File: config.mk
export PLATFORM = sky130hd
export DESIGN_NAME = rr_grant_arbiter
export DESIGN_NICKNAME = d
export VERILOG_FILES = /design/src/rtl/rr_grant_arbiter.sv
export SDC_FILE = /design/constraint.sdc
export NUM_CORES = 1
export LEC_CHECK = 0
export ABC_AREA = 0
export CAP_MARGIN = 0
export CORE_ASPECT_RATIO = 1.2
export CORE_MARGIN = 2
export CORE_UTILIZATION = 45
export CTS_BUF_LIST = sky130_fd_sc_hd__clkbuf_16
export DETAILED_ROUTE_END_ITERATION = 16
export DONT_BUFFER_PORTS = 1
export PLACE_DENSITY_LB_ADDON = 0.1
export SETUP_SLACK_MARGIN = 0.1
export SLEW_MARGIN = 30
export SYNTH_ARGS = -nofsm -noshare
export SYNTH_HDL_FRONTEND = slang
export SYNTH_SLANG_ARGS = --single-unit
File: constraint.sdc
create_clock -name clk -period 5.51 [get_ports clk]
set_input_delay 0.551 -clock clk [delete_from_list [all_inputs] [get_ports clk]]
set_output_delay 0.551 -clock clk [all_outputs]
set_load 0.03 [all_outputs]
File: src/rtl/rr_grant_arbiter.sv
// rr_grant_arbiter
//   Round-robin arbiter sharing one resource between NUM_REQ requesters.
//   The grant is registered and strictly one-hot (all-zero when idle). An
//   owner keeps its grant while it holds req, for at most MAX_HOLD cycles;
//   after that, priority rotates past it.
//
//   clk          in   1                 clock, rising edge
//   rst_n        in   1                 asynchronous active-low reset
//   req          in   NUM_REQ           level request per requester
//   grant        out  NUM_REQ           registered one-hot grant, 0 when idle
//   grant_valid  out  1                 |grant
//   grant_id     out  $clog2(NUM_REQ)   binary index of owner, 0 when idle
//   hold_expired out  1                 1-cycle pulse when MAX_HOLD forces rotation
module rr_grant_arbiter #(
  parameter int unsigned NUM_REQ  = 5,
  parameter int unsigned MAX_HOLD = 8
) (
  input  logic                       clk,
  input  logic                       rst_n,
  input  logic [NUM_REQ-1:0]         req,
  output logic [NUM_REQ-1:0]         grant,
  output logic                       grant_valid,
  output logic [$clog2(NUM_REQ)-1:0] grant_id,
  output logic                       hold_expired
);

  localparam int unsigned IW    = $clog2(NUM_REQ);
  localparam int unsigned CW    = $clog2(MAX_HOLD + 1);
  localparam int unsigned BOUND = (NUM_REQ - 1) * MAX_HOLD + 1;

  typedef enum logic {IDLE, GRANT} state_t;

  state_t          state, state_d;
  logic [IW-1:0]   ptr, ptr_d;
  logic [IW-1:0]   owner, owner_d;
  logic [CW-1:0]   hold_cnt, hold_cnt_d;
  logic [NUM_REQ-1:0] grant_d;
  logic            hold_expired_d;

  logic [IW-1:0]   owner_next;
  logic [IW-1:0]   base;
  logic            found;
  logic [IW-1:0]   sel;

  // First set bit of r, searching base, base+1, ... modulo NUM_REQ.
  function automatic logic [IW:0] pick(input logic [NUM_REQ-1:0] r,
                                       input logic [IW-1:0]      b);
    logic          f;
    logic [IW-1:0] s;
    int unsigned   idx;
    f = 1'b0;
    s = '0;
    for (int unsigned k = 0; k < NUM_REQ; k++) begin
      idx = int'(b) + k;
      if (idx >= NUM_REQ) idx = idx - NUM_REQ;
      if (!f && r[idx]) begin
        f = 1'b1;
        s = IW'(idx);
      end
    end
    return {f, s};
  endfunction

  assign owner_next = (owner == IW'(NUM_REQ - 1)) ? '0 : owner + 1'b1;

  // One search serves both cases: from ptr when idle, and from the slot after
  // the current owner when it releases or expires (ptr_d takes that value).
  assign base         = (state == IDLE) ? ptr : owner_next;
  assign {found, sel} = pick(req, base);

  always_comb begin
    state_d        = state;
    ptr_d          = ptr;
    owner_d        = owner;
    hold_cnt_d     = hold_cnt;
    grant_d        = grant;
    hold_expired_d = 1'b0;
    case (state)
      IDLE: begin
        if (found) begin
          state_d    = GRANT;
          owner_d    = sel;
          grant_d    = '0;
          grant_d[sel] = 1'b1;
          hold_cnt_d = '0;
        end
      end
      GRANT: begin
        if (req[owner] && (hold_cnt < CW'(MAX_HOLD - 1))) begin
          hold_cnt_d = hold_cnt + 1'b1;
        end else begin
          // Release wins over a coincident expiry: pulse only if req still held.
          hold_expired_d = req[owner];
          ptr_d          = owner_next;
          hold_cnt_d     = '0;
          grant_d        = '0;
          if (found) begin
            owner_d      = sel;
            grant_d[sel] = 1'b1;
          end else begin
            state_d = IDLE;
            owner_d = '0;
          end
        end
      end
      default: begin
        state_d = IDLE;
        grant_d = '0;
        owner_d = '0;
      end
    endcase
  end

  always_ff @(posedge clk or negedge rst_n) begin
    if (!rst_n) begin
      state        <= IDLE;
      ptr          <= '0;
      owner        <= '0;
      hold_cnt     <= '0;
      grant        <= '0;
      hold_expired <= 1'b0;
    end else begin
      state        <= state_d;
      ptr          <= ptr_d;
      owner        <= owner_d;
      hold_cnt     <= hold_cnt_d;
      grant        <= grant_d;
      hold_expired <= hold_expired_d;
    end
  end

  assign grant_valid = |grant;
  assign grant_id    = owner;

  // Invariants.
  a_onehot: assert property (@(posedge clk) disable iff (!rst_n) $onehot0(grant));
  a_valid:  assert property (@(posedge clk) disable iff (!rst_n) grant_valid == (|grant));
  a_id_set: assert property (@(posedge clk) disable iff (!rst_n) grant_valid |-> grant[grant_id]);
  a_id_0:   assert property (@(posedge clk) disable iff (!rst_n) !grant_valid |-> grant_id == '0);

  for (genvar i = 0; i < NUM_REQ; i++) begin : g_chk
    logic [15:0] wait_cnt;

    // Cycles requester i has been holding req without being granted.
    always_ff @(posedge clk or negedge rst_n) begin
      if (!rst_n)                  wait_cnt <= '0;
      else if (!req[i] || grant[i]) wait_cnt <= '0;
      else if (wait_cnt != '1)     wait_cnt <= wait_cnt + 1'b1;
    end

    a_rose: assert property (@(posedge clk) disable iff (!rst_n)
                             $rose(grant[i]) |-> $past(req[i]));
    a_wait: assert property (@(posedge clk) disable iff (!rst_n)
                             wait_cnt <= 16'(BOUND));
  end

endmodule
==> impl_metrics.ini <==
[worst_setup_path]
slowest_stage = dfrtp_1
critical_path_class = reg -> reg
path_cells = inv_1 > ha_1 > or3b_4 > a31o_4 > ha_1 > nor2b_1 > or4_1 > o21ai_1 > and2_4 > mux2_4 > a311oi_4 > mux2i_1 > a2bb2oi_1 > o22ai_2 > o41ai_2
max_stage_delay_ns = 0.65
cpMostUsedCell = ha_1
cp_data_arrival_time_ns = 5.12
crit_buf_inv = 1
start_kind = flip-flop
crit_family = compound AO/OA/AOI/OAI gates
crit_fanout = 6
worst_setup_path_end_kind = flip-flop
worst_ep_required_time_ns = 5.66

[cts]
post_cts_resized = 0
cts_setup_buffers = 0
cts_root_buffer = clkbuf_16
cts_tree = done
cts_made_buffers = 3
insertion_delay_ns = 0.25
postCtsHoldBufs = 1
clock_path_buffers = 2
clock-sinks = 17
clk_pin_slew_ns = 0.05
cts-htree-levels = 1

[synth]
syn_inst = 249
syn_nets = 271
async_flop_share = 1.00
avgSynthCellArea_um2 = 8.76
synth_top_area_cell = dfrtp_1
synth-edff-count = 0
synth_cell_types = 85
ys_top_cells_by_area = dfrtp_1 20%, ha_1 8.6%, nand2_1 4.6%, mux2_2 4.1%, mux2i_1 2.8%
syn-cell-area_um2 = 2180
synth.top_cell.area_share = 0.195
synth_seq_cells = 17
synth-main-ff-cell = dfrtp_1
ys_seq_area_frac = 0.195
yosysWarnings = 0

[timing]
setup_violations = 0
finalMaxSlewViolations = 0
finalClockSkew_ns = 0.00266
hold_violations = 0
maxSlewHeadroom = 0.480
max_slew.worst_pin.slew_ns = 0.777
period_minus_slack_ns = 4.98
finalCritPeriodShare = 0.903
clock.fmax_ghz = 0.201
postLayoutSetupSlackWorst_ns = 0.534
rsz0062_at_grt = false
fin_tns_setup_ns = 0

[job]
timing.max_cap.violations = 0

[final_layout]
final_common_cell = nand2_1
n_antenna_cell = 0
drive_gt1_frac = 0.187
layout_common_cells = 27 x nand2_1, 17 x dfrtp_1, 15 x ha_1
final_nets = 274
fin_cells = 309
areaGrowthSynthToFinish_pct = 6.60

[drt]
wl_per_cell_um = 18.7
drt_first_iter_violations = 128
vias = 1954
viasPerCell = 6.32
detail_route.first_pass.iterations = 4
detail-route-antenna-nets = 0
routed_wl_mm = 5.79
drc = 0

[die]
core_area_um2 = 4630
die-width_um = 67.6
io_pins = 17
rows = 27
die_h_um = 80.3
dieArea_um2 = 5420
start_util = 0.471

[placed_design]
dpl.cell_count = 304
routabilityCongestion = 0.833
port_buffers = 0
dp.final_hpwl_mm = 4.51
place_ws_ns = 0.571

[global_routing]
grt_pass1_wl_mm = 9.26
grt_overflow_total = 0
track_usage = 0.229
grt_pass1_vias = 1853
antenna_found_initial = 0
grt_max_degree = 23

[worst_hold_path]
min_path_type = reg -> reg

[run_status]
status = finished, final reports clean
[final cells by class]
| type | instances | area [um2] |
|---|---|---|
| Sequential cell | 17 | 425 |
| Timing Repair Buffer | 5 | 40.0 |
| Multi-Input combinational cell | 214 | 1660 |
| Tap cell | 58 | 72.6 |
| Clock buffer | 3 | 75.1 |
| Fill cell | 443 | 2300 |
| Clock inverter | 1 | 5.00 |
| Inverter | 11 | 46.3 |
[per-layer routing]
layer / routed length, um / global-route usage
met5: 0 / 0
met2: 2720 / 0.389
met1: 2610 / 0.286
met3: 237 / 0.0210
met4: 223 / 0.104
[sequential cells by signal, indices dropped and copies added, names as in the netlist]
| name | count |
|---|---|
| grant | 5 |
| grant_id | 3 |
| hold_expired | 1 |
| state | 1 |
| hold_cnt | 4 |
| ptr | 3 |
[cell families (layout without fill, tap and decap cells)]
kind of cell	count (synthesis)	count (layout)	share of synthesized area
xor+xnor	1	1	0.00402
flops	17	17	0.195
fa+ha+maj	15	15	0.0861
compound gates	79	79	0.316
simple gates	103	103	0.270
buf+inv	18	20	0.0436
mux	16	16	0.0861
[cell usage after synthesis, drive strengths merged, types with 2 or more instances]
cell type,instances
a2111oi,3
a211oi,6
a21o,3
a21oi,11
a311oi,3
a31o,2
a32o,4
a32oi,2
a41oi,2
and2,4
and3,4
buf,6
clkinv,2
dfrtp,17
ha,15
inv,9
mux2,9
mux2i,6
nand2,27
nand2b,3
nand3,9
nand3b,2
nand4,2
nor2,13
nor2b,8
nor3,7
nor3b,6
nor4,2
o211ai,2
o21a,3
o21ai,15
o311ai,2
o31ai,4
or2,5
or3,2
or3b,2
[stage by stage]
step / hold slack, ns / area [um2] / util
global route: 0.535 / 2320 / 0.502
floorplan: 0.255 / 2180 / -
CTS: 0.490 / 2320 / 0.502
global placement: 0.256 / 2230 / 0.483
detailed placement: 0.256 / 2230 / 0.483
finish: 0.484 / 2320 / 0.502
[path summary, 6_finish.rpt]
| kind | start | endpoint | slack (ns) | cells after the start |
|---|---|---|---|---|
| max | grant_id[0] | grant[0] | 0.53 | 15 |
| max in group asynchronous | rst_n | ptr[0] | 4.20 | 1 |
| max reg2reg | grant_id[0] | grant[0] | 0.53 | 15 |
| min | hold_cnt[3] | hold_cnt[3] | 0.48 | 2 |
| min in group asynchronous | rst_n | grant[1] | 0.83 | 1 |
| min reg2reg | hold_cnt[3] | hold_cnt[3] | 0.48 | 2 |
[worst min-delay path, delay by kind of cell, from the launching register on]
| kind | cells | cell delay [ns] |
|---|---|---|
| flops | 1 | 0.34 |
| simple gates | 1 | 0.04 |
| compound gates | 1 | 0.06 |
Power is left out: the tool's default activity adds up to more than one toggle a clock period on the data nets, which glitch-free logic cannot reach.
